===== src/rtl/frog_collision_ctrl.sv =====
// ---------------------------------------------------------------------------
// frog_collision_ctrl
//
// Game-rule stage that sits after the per-lane car movers. Each clock it
// checks whether the frog shares a cell with any lane's car. On a collision
// it takes a life and freezes play for a fixed number of clocks. When the
// frog reaches the goal row it advances the level. The level it produces is
// fed back to every car mover.
//
// Ports
//   i_Clk          system clock
//   i_Rst_n        asynchronous active-low reset
//   i_car_x_flat   lane k car X position in bits [5k+4:5k]
//   i_frog_x       frog column
//   i_frog_y       frog row
//   i_start        one-cycle pulse that restarts the game from GAME_OVER
//   o_level        current level (1..MAX_LEVEL)
//   o_lives        remaining lives
//   o_hit          one-clock pulse on a collision
//   o_frog_reset   one-clock pulse telling the frog to return to its start
//   o_game_over    high while in GAME_OVER
//   o_state        PLAY=0, HIT=1, WIN=2, GAME_OVER=3
// ---------------------------------------------------------------------------
module frog_collision_ctrl #(
  parameter int NUM_LANES   = 4,
  parameter int LANE_Y0     = 2,
  parameter int GOAL_Y      = 0,
  parameter int GRID_W      = 20,
  parameter int CAR_LEN     = 2,
  parameter int START_LIVES = 3,
  parameter int MAX_LEVEL   = 15,
  parameter int HIT_HOLD    = 8
) (
  input  logic                   i_Clk,
  input  logic                   i_Rst_n,
  input  logic [5*NUM_LANES-1:0] i_car_x_flat,
  input  logic [4:0]             i_frog_x,
  input  logic [3:0]             i_frog_y,
  input  logic                   i_start,
  output logic [3:0]             o_level,
  output logic [2:0]             o_lives,
  output logic                   o_hit,
  output logic                   o_frog_reset,
  output logic                   o_game_over,
  output logic [1:0]             o_state
);

  typedef enum logic [1:0] {
    ST_PLAY      = 2'd0,
    ST_HIT       = 2'd1,
    ST_WIN       = 2'd2,
    ST_GAME_OVER = 2'd3
  } state_t;

  // The hold counter runs 0..HIT_HOLD-1 while in HIT.
  localparam int CNT_W = (HIT_HOLD > 1) ? $clog2(HIT_HOLD) : 1;

  state_t           r_state;
  logic [3:0]       r_level;
  logic [2:0]       r_lives;
  logic [CNT_W-1:0] r_cnt;
  logic             r_hit;
  logic             r_frogReset;

  state_t           w_stateNext;
  logic [3:0]       w_levelNext;
  logic [2:0]       w_livesNext;
  logic [CNT_W-1:0] w_cntNext;
  logic             w_hitNext;
  logic             w_frogResetNext;

  logic             w_hit;
  logic             w_goal;
  logic [5:0]       w_car;
  logic [5:0]       w_cell;

  // Collision detect. A car covers CAR_LEN cells starting at its X and
  // wraps past the right edge. Off-grid car or frog positions never collide.
  always_comb begin
    w_hit  = 1'b0;
    w_car  = 6'd0;
    w_cell = 6'd0;
    for (int k = 0; k < NUM_LANES; k++) begin
      w_car = {1'b0, i_car_x_flat[5*k +: 5]};
      if ((i_frog_y == 4'(LANE_Y0 + k)) &&
          (w_car < 6'(GRID_W)) &&
          ({1'b0, i_frog_x} < 6'(GRID_W))) begin
        for (int j = 0; j < CAR_LEN; j++) begin
          w_cell = w_car + 6'(j);
          if (w_cell >= 6'(GRID_W)) begin
            w_cell = w_cell - 6'(GRID_W);
          end
          if (w_cell[4:0] == i_frog_x) begin
            w_hit = 1'b1;
          end
        end
      end
    end
  end

  assign w_goal = (i_frog_y == 4'(GOAL_Y));

  // Next-state and next-output logic. A collision takes priority over
  // reaching the goal. HIT ignores every input until the hold expires.
  always_comb begin
    w_stateNext     = r_state;
    w_levelNext     = r_level;
    w_livesNext     = r_lives;
    w_cntNext       = r_cnt;
    w_hitNext       = 1'b0;
    w_frogResetNext = 1'b0;
    case (r_state)
      ST_PLAY: begin
        if (w_hit) begin
          w_stateNext = ST_HIT;
          w_hitNext   = 1'b1;
          w_livesNext = r_lives - 3'd1;
          w_cntNext   = '0;
        end else if (w_goal) begin
          w_stateNext = ST_WIN;
        end
      end
      ST_HIT: begin
        if (r_cnt == CNT_W'(HIT_HOLD - 1)) begin
          w_cntNext       = '0;
          w_frogResetNext = 1'b1;
          w_stateNext     = (r_lives == 3'd0) ? ST_GAME_OVER : ST_PLAY;
        end else begin
          w_cntNext = r_cnt + CNT_W'(1);
        end
      end
      ST_WIN: begin
        if (r_level < 4'(MAX_LEVEL)) begin
          w_levelNext = r_level + 4'd1;
        end
        w_frogResetNext = 1'b1;
        w_stateNext     = ST_PLAY;
      end
      ST_GAME_OVER: begin
        if (i_start) begin
          w_stateNext     = ST_PLAY;
          w_levelNext     = 4'd1;
          w_livesNext     = 3'(START_LIVES);
          w_frogResetNext = 1'b1;
        end
      end
      default: begin
        w_stateNext = ST_PLAY;
      end
    endcase
  end

  // State and registered outputs. Reset aborts any HIT or WIN in progress.
  always_ff @(posedge i_Clk or negedge i_Rst_n) begin
    if (!i_Rst_n) begin
      r_state     <= ST_PLAY;
      r_level     <= 4'd1;
      r_lives     <= 3'(START_LIVES);
      r_cnt       <= '0;
      r_hit       <= 1'b0;
      r_frogReset <= 1'b0;
    end else begin
      r_state     <= w_stateNext;
      r_level     <= w_levelNext;
      r_lives     <= w_livesNext;
      r_cnt       <= w_cntNext;
      r_hit       <= w_hitNext;
      r_frogReset <= w_frogResetNext;
    end
  end

  assign o_level      = r_level;
  assign o_lives      = r_lives;
  assign o_hit        = r_hit;
  assign o_frog_reset = r_frogReset;
  assign o_game_over  = (r_state == ST_GAME_OVER);
  assign o_state      = r_state;

endmodule


===== config.mk =====
export PLATFORM = sky130hd
export DESIGN_NAME = frog_collision_ctrl
export DESIGN_NICKNAME = d
export VERILOG_FILES = /design/src/rtl/frog_collision_ctrl.sv
export SDC_FILE = /design/constraint.sdc
export NUM_CORES = 1
export LEC_CHECK = 0
export BUFFER_PORTS_ARGS = -buffer_cell sky130_fd_sc_hd__buf_2
export CORE_MARGIN = 3
export CORE_UTILIZATION = 50
export DETAILED_ROUTE_END_ITERATION = 10
export HOLD_SLACK_MARGIN = 0.05
export PLACE_DENSITY = 0.75
export SYNTH_ARGS = -nofsm -noshare
export SYNTH_HDL_FRONTEND = slang
export SYNTH_SLANG_ARGS = --single-unit

===== constraint.sdc =====
create_clock -name i_Clk -period 2.35 [get_ports i_Clk]
set_input_delay 0.235 -clock i_Clk [delete_from_list [all_inputs] [get_ports i_Clk]]
set_output_delay 0.235 -clock i_Clk [all_outputs]
set_load 0.005 [all_outputs]

==> results of run 1 <==
state kept, by name, indices dropped and copies added, names as in the netlist:
signal,cells
o_lives,3
r_cnt,3
o_state,2
o_hit,1
o_frog_reset,1
o_level,4
final timing paths:
check                      slack (ps)             from         end
max                              -270  i_car_x_flat[5]    r_cnt[0]
min                               310          i_start  o_state[0]
max reg2reg                       910       o_level[0]  o_level[3]
min reg2reg                       500         r_cnt[2]    r_cnt[2]
max in group asynchronous        1620          i_Rst_n  o_level[0]
min in group asynchronous         430          i_Rst_n  o_state[1]
area by class of cell:
| class | instances | area (um^2) | area share, % |
|---|---|---|---|
| Multi-Input combinational cell | 267 | 2350 | 62.7 |
| Clock buffer | 4 | 55.1 | 1.47 |
| Timing Repair Buffer | 110 | 771 | 20.6 |
| Tap cell | 67 | 83.8 | 2.24 |
| Sequential cell | 14 | 354 | 9.45 |
| Inverter | 35 | 134 | 3.57 |
report_power, final:
group	total, mW	leakage (nW)	internal, mW	switching, mW
combinational	0.988	1.57	0.506	0.482
sequential	0.433	0.164	0.343	0.0903
clock	0.242	0.0288	0.149	0.0935
total	1.66	1.77	0.997	0.666
repair_timing:
item | 4_1_cts | 5_1_grt
hold endpoints to repair | 11 | 0
setup endpoints to repair | 8 | 8
hold buffers | 1 | 0
setup buffers | 4 | 5
pin swaps | 14 | 17
resized for setup | 25 | 30
synth_stat cells, types with 2 or more instances:
cell type,n
dfrtp_1,11
and3_1,3
xor2_1,12
mux2i_1,6
a32o_1,2
or4_1,2
nor3_1,9
nand2_1,17
a211oi_1,5
dfstp_2,3
buf_2,4
inv_2,3
ha_1,35
o31ai_1,2
nand2b_1,9
inv_1,32
nand4_1,3
a31oi_1,4
xnor2_1,30
a21oi_1,24
nor2_1,13
o21ai_1,2
and2_1,6
nand3_1,13
clkbuf_1,12
nor2b_1,3
o22ai_1,4
xnor3_1,2
o21ai_0,14
nor3b_1,5
a21boi_0,2
a211o_1,2
a21o_1,6
a32oi_1,3
routing by layer:
layer | routed length, um | vias to the layer above | global-route usage [%]
met4 | 120 | 0 | 4.72
met5 | 0 | - | 0
met3 | 265 | 15 | 2.98
met1 | 3140 | 1339 | 28.7
met2 | 4080 | 83 | 43.8
li1 | - | 1377 | -
logic make-up (layout without fill, tap and decap cells):
family                   after synthesis  in the layout  synth area share [%]
AO/OA/AOI/OAI                         88             88                  23.3
XOR/XNOR                              46             46                  17.2
adder cells (fa/ha/maj)               35             35                  16.7
buffers and inverters                 53            149                  8.04
flip-flops                            14             14                  13.5
multiplexers                           7              7                  2.71
AND/OR/NAND/NOR                       91             91                  18.6
worst register-to-register path, delay by kind of cell (launching register included):
kind,cells,cell delay [ps]
flops,1,570
fa+ha+maj,1,180
compound gates,3,440
simple gates,1,160
==> results.sh, run 1 <==
export IMPL_grt_max_degree=15
export IMPL_syn_nets=401
export IMPL_hold_viol=0
export IMPL_cts_tree="done"
export IMPL_mostFrequentLayoutCells="buf_4 (63), buf_2 (38), inv_1 (30)"
export IMPL_fin_cells=497
export IMPL_yosysUniqueCellTypes=65
export IMPL_cp_num_cells=15
export IMPL_final_setup_tns_ps=-1810
export IMPL_detail_route_first_pass_iterations=4
export IMPL_drtAntennaViolNets=0
export IMPL_root_buffer="clkbuf_8"
export IMPL_post_drt_wl_per_cell_um=15.3
export IMPL_avgSynthCellArea_um2=7.87
export IMPL_ys_async_sr_fraction_pct=100
export IMPL_dp_cells=483
export IMPL_final_core_util_pct=76.3
export IMPL_synth_area_leader_cell="ha_1"
export IMPL_start_util_pct=53.5
export IMPL_cpPeakStageDelay_ps=270
export IMPL_synth_seq_cells=14
export IMPL_violations="negative setup slack"
export IMPL_post_route_min_period_ps=2620
export IMPL_p_total_mw=1.66
export IMPL_wl_um=7610
export IMPL_startpoint_type="input port"
export IMPL_grt_overflow=0
export IMPL_syn_cell_area_um2=2630
export IMPL_die_w_um=78.5
export IMPL_critPathRequiredTime_ps=2490
export IMPL_drive_gt1_share_pct=36.3
export IMPL_port_buffers=43
export IMPL_ys_warnings_count=0
export IMPL_antenna_found_initial=0
export IMPL_cap_viol_max_count=0
export IMPL_gp_congestion=0.825
export IMPL_fin_crit_sh_pct=111
export IMPL_synth_edf_count=0
export IMPL_layout_commonest_cell="buf_4"
export IMPL_hold_path_class="input port to register"
export IMPL_vias_per_cell=5.66
export IMPL_ios=44
export IMPL_worst_ep_arrival_time_ps=2760
export IMPL_cp_end_kind="register"
export IMPL_postPlaceCellArea_um2=3320
export IMPL_final_cell_area_um2=3750
export IMPL_fillCellCount=355
export IMPL_finalSetupViolCount=8
export IMPL_routed_via_count=2814
export IMPL_clk_latency_ps=250
export IMPL_crit_path_max_fanout=4
export IMPL_rsz0062_at_grt="true"
export IMPL_peakVddDrop_uv=276
export IMPL_fin_hold_ws_ps=311
export IMPL_crit_type="input port to register"
export IMPL_path_delay_family="compound AO/OA/AOI/OAI gates"
export IMPL_clkTransAtPathRegs_ps=60
export IMPL_grt_pass1_wl_um=12100
export IMPL_yosys_top_cells_area="ha_1 (17%), dfrtp_1 (10%), xnor2_1 (10%), a21oi_1 (4.6%), inv_1 (4.6%)"
export IMPL_fin_nets=498
export IMPL_clkSinkCount=14
export IMPL_dieArea_um2=6160
export IMPL_first_global_vias=2774
export IMPL_status="complete, but fails checks"
export IMPL_min_path_cells=2
export IMPL_area_growth_pct=42.6
export IMPL_rows=25
export IMPL_skew_ps=5.92
export IMPL_ys_seq_area_share_pct=13.5
export IMPL_diodes=0
export IMPL_final_critical_path_setup_slack_ps=-270
export IMPL_critPathSlowestCell="mux2_4"
export IMPL_path_cells="buf_8 > ha_4 > xnor2_4 > inv_2 > ha_4 > and2_4 > or2_1 > o311a_1 > buf_4 > buf_4 > o31ai_4 > a32oi_2 > o211ai_4 > o31ai_4 > mux2_4"
export IMPL_synth_top_area_share_pct=16.7
export IMPL_drt_iter0_drc=143
export IMPL_htreeDepth=1
export IMPL_cts_made_buffers=3
export IMPL_drc=0
export IMPL_p_leak_nw=1.77
export IMPL_place_ws_ps=-592
export IMPL_core_area_um2=4910
export IMPL_hpwl_um=5340
export IMPL_reg2reg_depth=5
export IMPL_max_freq_mhz=382
export IMPL_grt_usage_pct=23.5
export IMPL_fp_dieH_um=78.5
export IMPL_power_density_nw_per_um2=444
export IMPL_cts_path_max_buffers=2
export IMPL_relSlewSlack_pct=61.9
export IMPL_synthCells=334
export IMPL_path_buf_inv=4
export IMPL_worst_pin_slew_ps=571
export IMPL_drv_slew=0
export IMPL_synth_top_flop_cell="dfrtp_1"
(Power assumes the default switching activity.)
==> inputs of run 2 (changes only) <==
- CELL_PAD_IN_SITES_DETAIL_PLACEMENT: unset -> 0
- CELL_PAD_IN_SITES_GLOBAL_PLACEMENT: unset -> 1
- CORE_UTILIZATION: 50 -> 46
- PLACE_DENSITY: 0.75 -> 0.9
==> run 2 against run 1 <==
Compared with the run above: the flow still finishes with violations (negative setup slack); worst hold slack improved by 12 ps; total power fell by 4.4%; non-clock buffer count did not move; core utilization fell by 7.6 points; via count fell by 3.6%; critical path depth fell by 2; sequential cell count did not move; global-route usage fell by 2.6 points; clock power fell by 14%; combinational power fell by 4.6%; routed wire length fell by 9.7%; critical path type unchanged; critical endpoint is now o_lives[0].
==> results.sh, run 2 (synthesis gave the netlist of run 1 again) <==
export IMPL_status="complete, but fails checks"
export IMPL_violations="negative setup slack"
export IMPL_fin_hold_ws_ps=324
export IMPL_critPathRequiredTime_ps=2520
export IMPL_finalSetupViolCount=8
export IMPL_fillCellCount=449
export IMPL_drt_iter0_drc=116
export IMPL_hold_viol=0
export IMPL_diodes=0
export IMPL_rows=26
export IMPL_largest_reg_flops=4
export IMPL_regArea_um2=354
export IMPL_die_w_um=81.6
export IMPL_final_critical_path_setup_slack_ps=-277
export IMPL_worstHoldStart="i_start"
export IMPL_grt_overflow=0
export IMPL_drv_slew=0
export IMPL_drive_gt1_share_pct=34.9
export IMPL_mostFrequentLayoutCells="buf_4 (65), buf_2 (38), inv_1 (29), ha_1 (29), xnor2_1 (26)"
export IMPL_ff2ff_setup_slack_ps=930
export IMPL_area_growth_pct=38.6
export IMPL_seqPwrFrac_pct=27.6
export IMPL_grt_usage_pct=20.9
export IMPL_crit_path_max_fanout=3
export IMPL_place_ws_ps=-606
export IMPL_start_util_pct=49.6
export IMPL_grtUsageMet2_pct=38.4
export IMPL_min_path_cells=2
export IMPL_path_cells="buf_8 > ha_4 > xnor2_4 > inv_2 > ha_4 > and2_4 > o311a_1 > or4_4 > a32oi_2 > o211ai_2 > o21ai_2 > inv_2 > mux2i_1"
export IMPL_cap_viol_max_count=0
export IMPL_root_buffer="clkbuf_8"
export IMPL_cpPeakStageDelay_ps=420
export IMPL_hold_end="o_state[1]"
export IMPL_grt_max_degree=15
export IMPL_gp_congestion=0.793
export IMPL_wl_um=6870
export IMPL_globalRoute_busiestLayer="met2"
export IMPL_clkTransAtPathRegs_ps=60
export IMPL_hold_path_class="input port to register"
export IMPL_core_area_um2=5300
export IMPL_layout_commonest_cell="buf_4"
export IMPL_drtAntennaViolNets=0
export IMPL_critPathSlowestCell="or4_4"
export IMPL_reg2reg_depth=5
export IMPL_antenna_found_initial=0
export IMPL_hpwl_um=5300
export IMPL_post_route_min_period_ps=2630
export IMPL_drc=0
export IMPL_relSlewSlack_pct=68.3
export IMPL_routed_via_count=2713
export IMPL_fin_nets=498
export IMPL_p_sw_share_pct=40.0
export IMPL_grtUsageMet3_pct=1.75
export IMPL_post_drt_wl_per_cell_um=13.7
export IMPL_cts_path_max_buffers=2
export IMPL_r2r_end="o_state[1]"
export IMPL_clk_latency_ps=240
export IMPL_worstReg2RegStart="o_lives[0]"
export IMPL_peakVddDrop_uv=281
export IMPL_fin_crit_sh_pct=112
export IMPL_vias_per_cell=5.43
export IMPL_grt_pass1_wl_um=11500
export IMPL_multi_input_area_um2=2270
export IMPL_rsz0062_at_grt="true"
export IMPL_p_leak_nw=1.75
export IMPL_p_comb_share_pct=59.3
export IMPL_path_buf_inv=3
export IMPL_skew_ps=2.90
export IMPL_cp_end_kind="register"
export IMPL_worst_pin_slew_ps=476
export IMPL_dieArea_um2=6660
export IMPL_worst_ep_arrival_time_ps=2790
export IMPL_path_delay_family="compound AO/OA/AOI/OAI gates"
export IMPL_port_buffers=43
export IMPL_pwr_share_clk_pct=13.1
export IMPL_fp_dieH_um=81.6
export IMPL_max_freq_mhz=381
export IMPL_power_density_nw_per_um2=436
export IMPL_detail_route_first_pass_iterations=4
export IMPL_startpoint_type="input port"
export IMPL_ios=44
export IMPL_final_core_util_pct=68.7
export IMPL_first_global_vias=2611
export IMPL_internal_power_mw=0.955
export IMPL_cts_tree="done"
export IMPL_htreeDepth=1
export IMPL_use_met1_pct=27.5
export IMPL_cts_made_buffers=3
export IMPL_switchingPower_mw=0.636
export IMPL_crit_type="input port to register"
export IMPL_clkSinkCount=14
-- run 2: how the worst max path moves through the flow --
stage / start / end / slack [ps] / cells after the start
final: i_car_x_flat[5] / o_lives[0] / -280 / 13
after detailed placement: i_car_x_flat[6] / r_cnt[1] / -610 / 13
after CTS: i_car_x_flat[5] / o_lives[0] / -220 / 14
after global routing: i_car_x_flat[5] / o_lives[0] / -380 / 13
after global placement: i_car_x_flat[6] / r_cnt[1] / -510 / 13
after floorplan: i_car_x_flat[5] / r_cnt[1] / -270 / 12
-- run 2: layer usage --
metal  up-vias  routed length (um)  share of wire, %
met3         8                 173               2.5
li1       1380                   -                 -
met5         -                   0                 0
met4         0                  68              0.99
met1      1282                3110                45
met2        43                3510                51
-- run 2: repair_timing --
item | CTS | global route
gates resized for setup | 19 | 19
buffers inserted | 1 | 4
setup endpoints to repair | 8 | 8
endpoints found under the hold margin | 11 | 0
pin swaps | 5 | 19
cloned | 0 | 0
hold buffers | 1 | 0
-- run 2: final cells by class --
cell class              count  share of cell area [%]
well taps                  70                    2.40
multi-input cells         267                    62.2
inverters                  35                    3.60
clock buffers               4                    1.24
flip-flops and latches     14                    9.72
repair buffers            110                    20.8
-- run 2: worst reg2reg max path, stage by stage (launching register included) --
cell,delay (ps)
dfstp_2,550
inv_1,60
ha_1,190
ha_1,190
a32oi_1,200
o22ai_1,100
-- run 2: per-stage QoR --
step | power (mW) | instances | setup TNS [ps] | instance area, um^2
6_report | 1.59 | 500 | -1740 | 3640
5_1_grt | 1.74 | 500 | -2410 | 3640
4_1_cts | 1.54 | 496 | -1460 | 3530
3_5_place_dp | 1.29 | 490 | -4390 | 3360
3_3_place_gp | 1.25 | 490 | -3670 | 3360
2_1_floorplan | 0.971 | 334 | -1770 | 2680
-- run 2: power by group through the flow --
stage | Sequential, mW | Clock, mW | Combinational [mW]
6_report | 0.439 | 0.209 | 0.943
3_5_place_dp | 0.435 | 0 | 0.859
3_3_place_gp | 0.428 | 0 | 0.820
4_1_cts | 0.433 | 0.211 | 0.897
5_1_grt | 0.454 | 0.217 | 1.07
2_1_floorplan | 0.412 | 0 | 0.559
==> inputs of run 3 (changes only) <==
--- a/config.mk
+++ b/config.mk
@@ -10,8 +10,8 @@
 export CELL_PAD_IN_SITES_GLOBAL_PLACEMENT = 1
 export CORE_MARGIN = 3
-export CORE_UTILIZATION = 46
+export CORE_UTILIZATION = 30
 export DETAILED_ROUTE_END_ITERATION = 10
 export HOLD_SLACK_MARGIN = 0.05
-export PLACE_DENSITY = 0.9
+export PLACE_DENSITY = 0.64
 export SYNTH_ARGS = -nofsm -noshare
 export SYNTH_HDL_FRONTEND = slang
==> constraint.sdc (replaced) <==
create_clock -name i_Clk -period 2.35 [get_ports i_Clk]
set_input_delay 0.235 -clock i_Clk [delete_from_list [all_inputs] [get_ports i_Clk]]
set_output_delay 0.235 -clock i_Clk [all_outputs]
set_load 0.05 [all_outputs]
==> run 3 against run 2 <==
Compared with the run above: the flow still finishes with violations (negative setup slack); first-iteration DRC count fell by 61%; clock power barely moved; via count decreased by 2.8%; cell count rose by 8.6%; sequential power decreased by 1%; worst hold slack worse by 8.6 ps; combinational power increased by 22%; global-route usage is 7.2 points lower; count of clock-buffer cells in the layout did not move; clock skew is 1.5 ps higher; die area grew 49%; critical endpoint unchanged.
==> results.sh, run 3 (synthesis gave the netlist of run 1 again) <==
export IMPL_cts_made_buffers=3
export IMPL_grt_usage_pct=13.8
export IMPL_dieArea_um2=9920
export IMPL_p_sw_share_pct=46.0
export IMPL_gp_congestion=0.781
export IMPL_hold_path_class="input port to register"
export IMPL_cp_end_kind="register"
export IMPL_area_growth_pct=43.6
export IMPL_grt_overflow=0
export IMPL_finalSetupViolCount=8
export IMPL_root_buffer="clkbuf_8"
export IMPL_start_util_pct=31.4
export IMPL_pwr_share_clk_pct=11.5
export IMPL_drive_gt1_share_pct=35.6
export IMPL_die_w_um=99.6
export IMPL_fin_nets=506
export IMPL_fillCellCount=844
export IMPL_drc=0
export IMPL_largest_reg_flops=4
export IMPL_drtAntennaViolNets=0
export IMPL_p_comb_share_pct=64.3
export IMPL_internal_power_mw=0.969
export IMPL_status="complete, but fails checks"
export IMPL_final_core_util_pct=45.0
export IMPL_fin_crit_sh_pct=108
export IMPL_relSlewSlack_pct=67.6
export IMPL_grt_max_degree=15
export IMPL_worstReg2RegStart="o_lives[0]"
export IMPL_cts_tree="done"
export IMPL_ios=44
export IMPL_skew_ps=4.41
export IMPL_power_density_nw_per_um2=475
export IMPL_detail_route_first_pass_iterations=4
export IMPL_peakVddDrop_uv=199
export IMPL_crit_path_max_fanout=3
export IMPL_final_critical_path_setup_slack_ps=-199
export IMPL_core_area_um2=8380
export IMPL_clkSinkCount=14
export IMPL_rows=33
export IMPL_hold_end="o_state[1]"
export IMPL_ff2ff_setup_slack_ps=960
export IMPL_grt_pass1_wl_um=11600
export IMPL_critPathLaunch="i_car_x_flat[5]"
export IMPL_min_path_cells=2
export IMPL_worst_pin_slew_ps=486
export IMPL_clk_latency_ps=240
export IMPL_htreeDepth=1
export IMPL_max_freq_mhz=392
export IMPL_vias_per_cell=4.86
export IMPL_p_leak_nw=1.79
export IMPL_p_total_mw=1.79
export IMPL_cap_viol_max_count=0
export IMPL_worstHoldStart="i_start"
export IMPL_worst_ep_arrival_time_ps=2720
export IMPL_mostFrequentLayoutCells="buf_4 (72), buf_2 (38), inv_1 (30)"
export IMPL_reg2reg_depth=5
export IMPL_post_drt_wl_per_cell_um=12.4
export IMPL_drt_iter0_drc=45
export IMPL_fp_dieH_um=99.6
export IMPL_cts_path_max_buffers=2
export IMPL_drv_slew=0
export IMPL_startpoint_type="input port"
export IMPL_switchingPower_mw=0.824
export IMPL_wl_um=6750
export IMPL_r2r_end="o_state[1]"
export IMPL_hpwl_um=5430
export IMPL_diodes=0
export IMPL_crit_type="input port to register"
export IMPL_post_route_min_period_ps=2550
export IMPL_layout_commonest_cell="buf_4"
export IMPL_clkTransAtPathRegs_ps=60
export IMPL_violations="negative setup slack"
export IMPL_port_buffers=43
export IMPL_antenna_found_initial=0
export IMPL_hold_viol=0
export IMPL_critPathRequiredTime_ps=2520
export IMPL_rsz0062_at_grt="true"
export IMPL_first_global_vias=2617
export IMPL_seqPwrFrac_pct=24.2
export IMPL_routed_via_count=2637
-- run 3: worst max path at each step --
stage                            end  cells after the start
final                     o_lives[0]                     13
after global routing      o_lives[0]                     14
after CTS                   r_cnt[0]                     12
after detailed placement    r_cnt[1]                     13
after global placement      r_cnt[1]                     13
after floorplan             r_cnt[1]                     12
-- run 3: worst max-delay path, cell delays in order --
cell and delay (ps):
buf_8 100, ha_4 170, xnor2_4 170, inv_2 70
ha_4 210, and2_4 130, o311a_1 330, or4_1 400
a32oi_1 240, o211ai_2 170, o21ai_2 270, inv_2 70
mux2i_1 160
-- run 3: layout make-up --
| type | instances | area [um^2] | area share [%] |
|---|---|---|---|
| inverters | 35 | 134 | 3.55 |
| well taps | 105 | 131 | 3.48 |
| clock buffers | 4 | 45.0 | 1.19 |
| multi-input cells | 267 | 2270 | 60.0 |
| repair buffers | 118 | 843 | 22.3 |
| flip-flops and latches | 14 | 354 | 9.38 |
-- run 3: repair_timing --
action,CTS,global route
setup buffers,6,3
pin swaps,11,12
endpoints found under the hold margin,11,0
gates resized for setup,33,7
hold buffers,1,0
setup endpoints to repair,8,8
-- run 3: power groups by stage --
stage          Sequential [mW]  Combinational [mW]  Clock (mW)
2_1_floorplan            0.618               0.560           0
3_3_place_gp             0.431                1.06           0
3_5_place_dp             0.433                1.07           0
4_1_cts                  0.433                1.15       0.215
5_1_grt                  0.447                1.27       0.225
6_report                 0.434                1.15       0.206
-- run 3: metal layers --
metal	up-vias	global-route usage [%]	wire, um
li1	1390	-	-
met1	1219	18.0	3250
met2	26	25.5	3400
met3	2	1.33	89
met4	0	0.945	7
met5	-	0	0
-- run 3: through the flow --
stage	std cells	setup WS [ps]	cell area, um^2	hold slack [ps]	setup TNS, ps
finish	543	-199	3770	315	-1340
detailed placement	529	-617	3440	155	-4400
global route	543	-339	3770	331	-2240
global placement	529	-535	3440	151	-3880
floorplan	334	-274	2680	-60.6	-1770
CTS	540	-225	3720	311	-1290
